### config.mk
export PLATFORM = sky130hd
export DESIGN_NAME = prog_clock_div
export DESIGN_NICKNAME = d
export VERILOG_FILES = /design/src/rtl/prog_clock_div.sv
export SDC_FILE = /design/constraint.sdc
export NUM_CORES = 1
export LEC_CHECK = 0
export BUFFER_PORTS_ARGS = -buffer_cell sky130_fd_sc_hd__buf_4
export CORE_MARGIN = 3
export CORE_UTILIZATION = 45
export DETAILED_ROUTE_END_ITERATION = 8
export PLACE_DENSITY = 0.66
export SYNTH_ARGS = -nofsm -noshare
export SYNTH_HDL_FRONTEND = slang
export SYNTH_SLANG_ARGS = --single-unit
### constraint.sdc
create_clock -name clock -period 1.9 [get_ports clock]
set_clock_uncertainty 0.2 [all_clocks]
set_input_delay 0.285 -clock clock [delete_from_list [all_inputs] [get_ports clock]]
set_output_delay 0.285 -clock clock [all_outputs]
set_load 0.01 [all_outputs]
### src/rtl/prog_clock_div.sv
// prog_clock_div: runtime-programmable, glitch-free 50%-duty clock divider.
//
// clock_out is a registered square wave whose half-period is (div_active+1)
// input clocks. New divide values are staged in div_pend and only become
// active at the end of a full output period (the 1->0 toggle) or while idle,
// so a reprogram never produces a shortened high or low phase. Start and stop
// only happen with clock_out low; a stop request during the high phase lets
// that phase run to completion first.
//
// Optional feature macro: PROG_CLOCK_DIV_PHASE_FLIP_EN
//   When defined, a phase_flip strobe suppresses the next 1->0 toggle, which
//   holds clock_out high for one extra half-period (a 180-degree phase shift).
//   When undefined, phase_flip is accepted but ignored.

module prog_clock_div #(
   parameter int unsigned WIDTH       = 8,
   parameter int unsigned DEFAULT_DIV = 0
) (
   input  logic             clock,
   input  logic             reset,
   input  logic             enable,
   input  logic [WIDTH-1:0] div_in,
   input  logic             div_load,
   input  logic             phase_flip,
   output logic             clock_out,
   output logic             tick,
   output logic             div_ack,
   output logic             running
);

   typedef enum logic [1:0] {
      IDLE     = 2'd0,
      RUN      = 2'd1,
      STOPPING = 2'd2
   } state_t;

   localparam logic [WIDTH-1:0] DIV_RESET = WIDTH'(DEFAULT_DIV);

   // Control state and half-period counter.
   state_t           state_q, state_d;
   logic [WIDTH-1:0] cnt_q, cnt_d;

   // Divide value in force, plus the staged value waiting for a safe point.
   logic [WIDTH-1:0] div_active_q, div_active_d;
   logic [WIDTH-1:0] div_pend_q, div_pend_d;
   logic             pend_valid_q, pend_valid_d;

   // Registered outputs.
   logic             clk_q, clk_d;
   logic             tick_q, tick_d;
   logic             ack_q, ack_d;
   logic             running_q, running_d;

   // Decode helpers.
   logic             at_limit;     // counter has reached the active half-period count
   logic [WIDTH-1:0] start_div;    // divide value governing the IDLE->RUN edge
   logic             apply;        // staged divide value becomes active on this edge
   logic             flip_pending; // a phase flip is armed for the next falling toggle

`ifdef PROG_CLOCK_DIV_PHASE_FLIP_EN
   logic             flip_req_q, flip_req_d;

   assign flip_pending = flip_req_q;
`else
   logic             unused_phase_flip;

   assign unused_phase_flip = phase_flip;
   assign flip_pending      = 1'b0;
`endif

   assign at_limit  = (cnt_q == div_active_q);
   // A value staged while idle is applied on the very edge that starts the
   // divider, so the first half-period must already use it; otherwise the
   // counter could start beyond a smaller new limit and run away.
   assign start_div = pend_valid_q ? div_pend_q : div_active_q;

   // Next-state logic: run/stop sequencing, toggle rule and divide staging.
   always_comb begin
      state_d      = state_q;
      cnt_d        = cnt_q;
      clk_d        = clk_q;
      tick_d       = 1'b0;
      ack_d        = 1'b0;
      apply        = 1'b0;
      div_active_d = div_active_q;
      div_pend_d   = div_pend_q;
      pend_valid_d = pend_valid_q;

      case (state_q)
         IDLE: begin
            cnt_d = '0;
            clk_d = 1'b0;
            // Any idle edge is a safe point to switch divide values.
            apply = pend_valid_q;
            if (enable) begin
               // The start edge is also the first counting edge.
               state_d = RUN;
               if (start_div == '0) begin
                  clk_d  = 1'b1;
                  tick_d = 1'b1;
               end else begin
                  cnt_d = WIDTH'(1);
               end
            end
         end

         RUN, STOPPING: begin
            if (!enable && !clk_q) begin
               // Output is already low: stopping here cannot clip a pulse.
               state_d = IDLE;
               cnt_d   = '0;
            end else begin
               // Either running, or finishing the high phase before stopping.
               state_d = enable ? RUN : STOPPING;
               if (!at_limit) begin
                  cnt_d = cnt_q + WIDTH'(1);
               end else begin
                  cnt_d = '0;
                  if (!clk_q) begin
                     // Rising toggle: start of a new output period.
                     clk_d  = 1'b1;
                     tick_d = 1'b1;
                  end else if (flip_pending) begin
                     // Suppressed falling toggle: stay high another half-period.
                     // Any staged divide value waits for the next real fall.
                     clk_d = 1'b1;
                  end else begin
                     // Falling toggle: end of a full period, the apply point.
                     clk_d = 1'b0;
                     apply = pend_valid_q;
                     if (!enable) begin
                        state_d = IDLE;
                     end
                  end
               end
            end
         end

         default: begin
            state_d = IDLE;
            cnt_d   = '0;
            clk_d   = 1'b0;
         end
      endcase

      // The old staged value is applied first; a load on the same edge is
      // captured afterwards and stays pending for the next safe point.
      if (apply) begin
         div_active_d = div_pend_q;
         pend_valid_d = 1'b0;
         ack_d        = 1'b1;
      end
      if (div_load) begin
         div_pend_d   = div_in;
         pend_valid_d = 1'b1;
      end

      running_d = (state_d != IDLE);

`ifdef PROG_CLOCK_DIV_PHASE_FLIP_EN
      flip_req_d = flip_req_q;
      // The request is consumed at the falling-toggle point it suppresses.
      if ((state_q != IDLE) && clk_q && at_limit) begin
         flip_req_d = 1'b0;
      end
      // Requests only count while the divider is running.
      if (phase_flip && (state_q != IDLE)) begin
         flip_req_d = 1'b1;
      end
      if (state_d == IDLE) begin
         flip_req_d = 1'b0;
      end
`endif
   end

   // Register all state and outputs; reset clears everything immediately.
   always_ff @(posedge clock or negedge reset) begin
      if (!reset) begin
         state_q      <= IDLE;
         cnt_q        <= '0;
         clk_q        <= 1'b0;
         tick_q       <= 1'b0;
         ack_q        <= 1'b0;
         running_q    <= 1'b0;
         div_active_q <= DIV_RESET;
         div_pend_q   <= '0;
         pend_valid_q <= 1'b0;
      end else begin
         state_q      <= state_d;
         cnt_q        <= cnt_d;
         clk_q        <= clk_d;
         tick_q       <= tick_d;
         ack_q        <= ack_d;
         running_q    <= running_d;
         div_active_q <= div_active_d;
         div_pend_q   <= div_pend_d;
         pend_valid_q <= pend_valid_d;
      end
   end

`ifdef PROG_CLOCK_DIV_PHASE_FLIP_EN
   // Armed phase-flip request; lost on reset like any other pending action.
   always_ff @(posedge clock or negedge reset) begin
      if (!reset) begin
         flip_req_q <= 1'b0;
      end else begin
         flip_req_q <= flip_req_d;
      end
   end
`endif

   assign clock_out = clk_q;
   assign tick      = tick_q;
   assign div_ack   = ack_q;
   assign running   = running_q;

endmodule
# Yosys cells after proc, flatten, opt, wreduce, memory -nomap -nowiden
# Index checks and enable logic that the tools add are counted.
# word_totals
inputBits	13
elab_cells	53
regBits	31
output_inout_bits	4
# op_classes
reduce_logical	9
add_sub_neg	1
n_mux	29
n_eq_ne	5
# ops
op	n
$mux W8	3
$pmux W8 S2	1
$mux W1	15
$mux W2	6
$add A8 B1 Y8 const B	1
$eq A8 B8 Y1	1
$logic_not A8 Y1	1
$pmux W1 S2	3
$ne A2 B2 Y1 const B	2
$pmux W2 S2	1
$reduce_bool A2 Y1	2
$eq A2 B1 Y1 const B	1
$eq A2 B2 Y1 const B	1
$logic_not A1 Y1	2
$logic_not A2 Y1	1
$reduce_and A2 Y1	1
$reduce_or A2 Y1	1
$logic_and A1 B1 Y1	1

# Longest topological paths before layout
# depth
depth_word	7
ltp_mapped	8
ltp_nobuf	6

# Worst setup path before layout
# No wires, ideal clock.
# synth_timing
kind	reg2reg
from	register state_q[0]
to	register div_active_q[0]
period_less_slack_ns	1.823
slack_ns	0.077
path_buffers	1
t_arrival_ns	1.476
setup_time_ns	0.147
stages_incl_launch_ff	6
required_time_ns	1.553
path_cell_list	dfrtp_1 -> ha_1 -> nand2b_1 -> clkbuf_1 -> nor4_4 -> o32ai_1
# synth_via
elab_chain_cells	3
word_cells_on_any_way	5
cone_classes	eq/ne: 2; mux: 1; reduce/logical: 2
# synth_rtl
element	line	source
from (decl)	40	state_t state_q, state_d;
from (signal assigned)	189	state_q <= state_d;
$eq A2 B1 Y1 / $eq A2 B2 Y1 (equally long branches)	89	case (state_q)
$reduce_or A2 Y1	89	
$pmux W1 S2 (*)	89	
to (signal assigned)	195	div_active_q <= div_active_d;
to (decl)	44	logic [WIDTH-1:0] div_active_q, div_active_d;
# Every way passes the cells marked *; elsewhere a longest branch is shown, timed or not.
# A chain may end at the register's enable or synchronous reset.

# Worst setup path in the final report
# layout_timing
from	register div_active_q[3]
to	register clk_q (netlist: clock_out)
# layout_via
elab_chain_cells	5
word_cells_on_any_way	8
cone_classes	eq/ne: 2; mux: 4; reduce/logical: 2
# layout_rtl
element	line	source
$mux W8	75	assign start_div = pend_valid_q ? div_pend_q : div_active_q;
$logic_not A8 Y1	98	if (start_div == '0) begin
$mux W1	98	
$mux W1	95	if (enable) begin
$pmux W1 S2	89	
to (signal assigned)	191	clk_q <= clk_d;
to (decl)	49	logic clk_q, clk_d;
# Parallel ways exist; a longest one is shown, timed or not.

==> flow_summary.toml <==
[sta]
rsz0062_at_grt = "true"
maxSlewHeadroom_pct = 74.0
worstMarginPinSlew_ps = 390
whs_ps = 47.3
fin_ws_ps = 19.8
drv_slew = 0
fin_crit_ps = 1880
timing.final.crit_share_pct = 99.0
clock.fmax_mhz = 532
hold_violations = 0
setup_viol = 0

[hold_path]
hold_path_end = "div_pend_q[6]"
hold_depth = 2
hold_path_startpoint = "div_load"
hp-class = "in -> reg"

[power]
clockPowerShare_pct = 14.5
pwr-share-seq_pct = 36.7
peakVddDrop_mv = 0.570
swShare_pct = 39.9
power.leakage_nw = 0.886
p_sw_mw = 1.07
cellPowerDensity_mw_per_mm2 = 1340
combPwrFrac_pct = 48.8
intPower_mw = 1.61

[grt]
grt_use_total_pct = 18.1
grt_pass1_wl_mm = 5.91
grt_overflow_total = 0
grt_pass1_vias = 1306
grt_antenna_before_repair = 0
grt_max_degree = 32

[placed_design]
placed_cells = 218
hpwl_mm = 2.37
dpl_worst_slack_ps = 13.6
portBuffers = 15
placed_area_mm2 = 0.00180
place_congestion = 0.795

[critical_path]
reg2reg_depth = 4
crit_arrival_ps = 1930
rr_startpoint = "div_active_q[3]"
worstSetupStartpointType = "flop"
crit_fanout = 4
cp_data_required_time_ps = 1950
cp-end-kind = "flop"
r2r_slack_ps = 20
r2r_end = "clock_out"
critical_path_class = "reg -> reg"

[yosys]
async_flop_share_pct = 100
synth_top_flop_cell = "dfrtp_1"
synth-seq-cells = 31
synth_edf_count = 0
synth_area_mm2 = 0.00159
synth_cell_types = 39
yosysWarnings = 0
synth_seq_area_share_pct = 48.9
avgSynthCellArea_um2 = 10.2
synth_nets = 172
synthCells = 156

[job]
maxCapViolations = 0

[clocking]
cts.sinks = 31
cts-root-buf = "clkbuf_4"
clk_latency_ps = 330
clk_pin_slew_worst_paths_ps = 100
clockBufferDepth = 2
cts.htree.levels = 2
cts_buffers = 5
cts_tree = "built"

[routing]
ant_nets = 0
wl_mm = 3.40
wl_per_cell_um = 14.4
drc = 0
firstDrtPassIters = 4
drtIter0Drc = 88
via_per_inst = 5.43
vias = 1286

[cells_and_area]
final_nets = 209
area_delta_synth_final_pct = 26.1
layout.cells.non_filler = 237
drive_above_1_share_pct = 24.4
postLayoutCellArea_mm2 = 0.00200
antenna_cells = 0
fin_util_pct = 62.4

[die]
die_w_um = 65.4
rows = 20
core_mm2 = 0.00320
top_level_ports = 17
die_h_um = 65.4
die_area_mm2 = 0.00427
start_util_pct = 49.5

[outcome]
outcome = "finished clean"
==> layout make-up <==
type / instances / area [µm²]
Timing Repair Buffer: 37 / 303
Multi-Input combinational cell: 106 / 764
Inverter: 12 / 45.0
Clock buffer: 6 / 51.3
Fill cell: 291 / 1200
Sequential cell: 31 / 776
Tap cell: 44 / 55.1
Clock inverter: 1 / 5.00
==> sequential cells by signal (all words and copies together), names as in the netlist <==
name / count
clock_out: 1
cnt_q: 8
div_ack: 1
div_active_q: 8
div_pend_q: 8
pend_valid_q: 1
running: 1
state_q: 2
tick: 1
==> cells in the mapped netlist (3+ instances only) <==
cell type | n | area share, %
nor4_4 | 3 | 4.0
dfrtp_1 | 31 | 49
o32ai_1 | 8 | 4.4
a21oi_1 | 4 | 1.3
nor2_1 | 5 | 1.2
xor2_1 | 5 | 2.8
nand2_1 | 21 | 5.0
nor4_1 | 5 | 2.0
inv_1 | 12 | 2.8
xnor2_1 | 9 | 5.0
ha_1 | 3 | 2.4
clkbuf_1 | 6 | 1.4
nand3_1 | 5 | 1.6
o21ai_0 | 10 | 3.2
==> timing repair <==
item | in CTS | in global routing
resized for setup | 0 | 4
setup buffers | 0 | 2
endpoints found under the hold margin | 40 | 0
endpoints found under the setup margin | 1 | 11
pin swaps | 1 | 0
hold buffers | 10 | 0
==> how the worst max path moves through the flow <==
stage                          startpoint              end  slack [ps]
after global placement      div_pend_q[2]         cnt_q[0]          60
final                     div_active_q[3]        clock_out          20
after CTS                 div_active_q[3]        clock_out           5
after detailed placement  div_active_q[3]        clock_out          10
after global routing      div_active_q[3]        clock_out         -70
after floorplan                state_q[0]  div_active_q[0]          80
==> routing by layer <==
| metal | routed length (µm) | share of wire, % | global-route usage, % |
|---|---|---|---|
| met2 | 1630 | 48 | 28.6 |
| met4 | 55 | 1.6 | 6.22 |
| met5 | 0 | 0 | 0 |
| met3 | 110 | 3.2 | 5.13 |
| met1 | 1610 | 47 | 23.8 |
==> layout by cell type (no fill, tap or decap), types with 2 or more instances in the layout <==
| cell type | n |
|---|---|
| a21oi_1 | 4 |
| and3_1 | 2 |
| and4_1 | 2 |
| buf_4 | 27 |
| clkbuf_4 | 5 |
| dfrtp_1 | 31 |
| dlygate4sd3_1 | 10 |
| ha_1 | 2 |
| inv_1 | 12 |
| nand2_1 | 20 |
| nand3_1 | 5 |
| nor2_1 | 5 |
| nor4_1 | 5 |
| nor4_4 | 3 |
| o21ai_0 | 10 |
| o32ai_1 | 7 |
| or3_1 | 2 |
| or4_1 | 2 |
| xnor2_1 | 9 |
| xor2_1 | 5 |
==> logic make-up after synthesis <==
logic type	count (synthesis)	synth area share [%]
xor+xnor	14	7.73
buf+inv	19	4.50
compound gates	33	14.4
flops	31	48.9
fa+ha+maj	3	2.37
simple gates	56	22.1
==> worst max-delay path, cell delays in order (launching register included) <==
cell and delay, ps:
dfrtp_1 430, or4_4 560, nor4_4 290, o21bai_1 120, a32oi_1 210
==> power groups by stage <==
stage	registers (mW)	logic, mW	clock network (mW)
floorplan	0.992	0.794	0
global placement	0.979	1.15	0
detailed placement	0.992	1.17	0
CTS	0.979	1.19	0.406
global route	0.999	1.47	0.429
finish	0.980	1.31	0.387
==> stage by stage <==
stage                     setup TNS [ps]  total power [mW]
after floorplan                        0              1.79
after global placement                 0              2.13
after detailed placement               0              2.16
after CTS                              0              2.58
after global routing                -189              2.90
final                                  0              2.67
No activity file was read; power rests on OpenSTA's default activity.
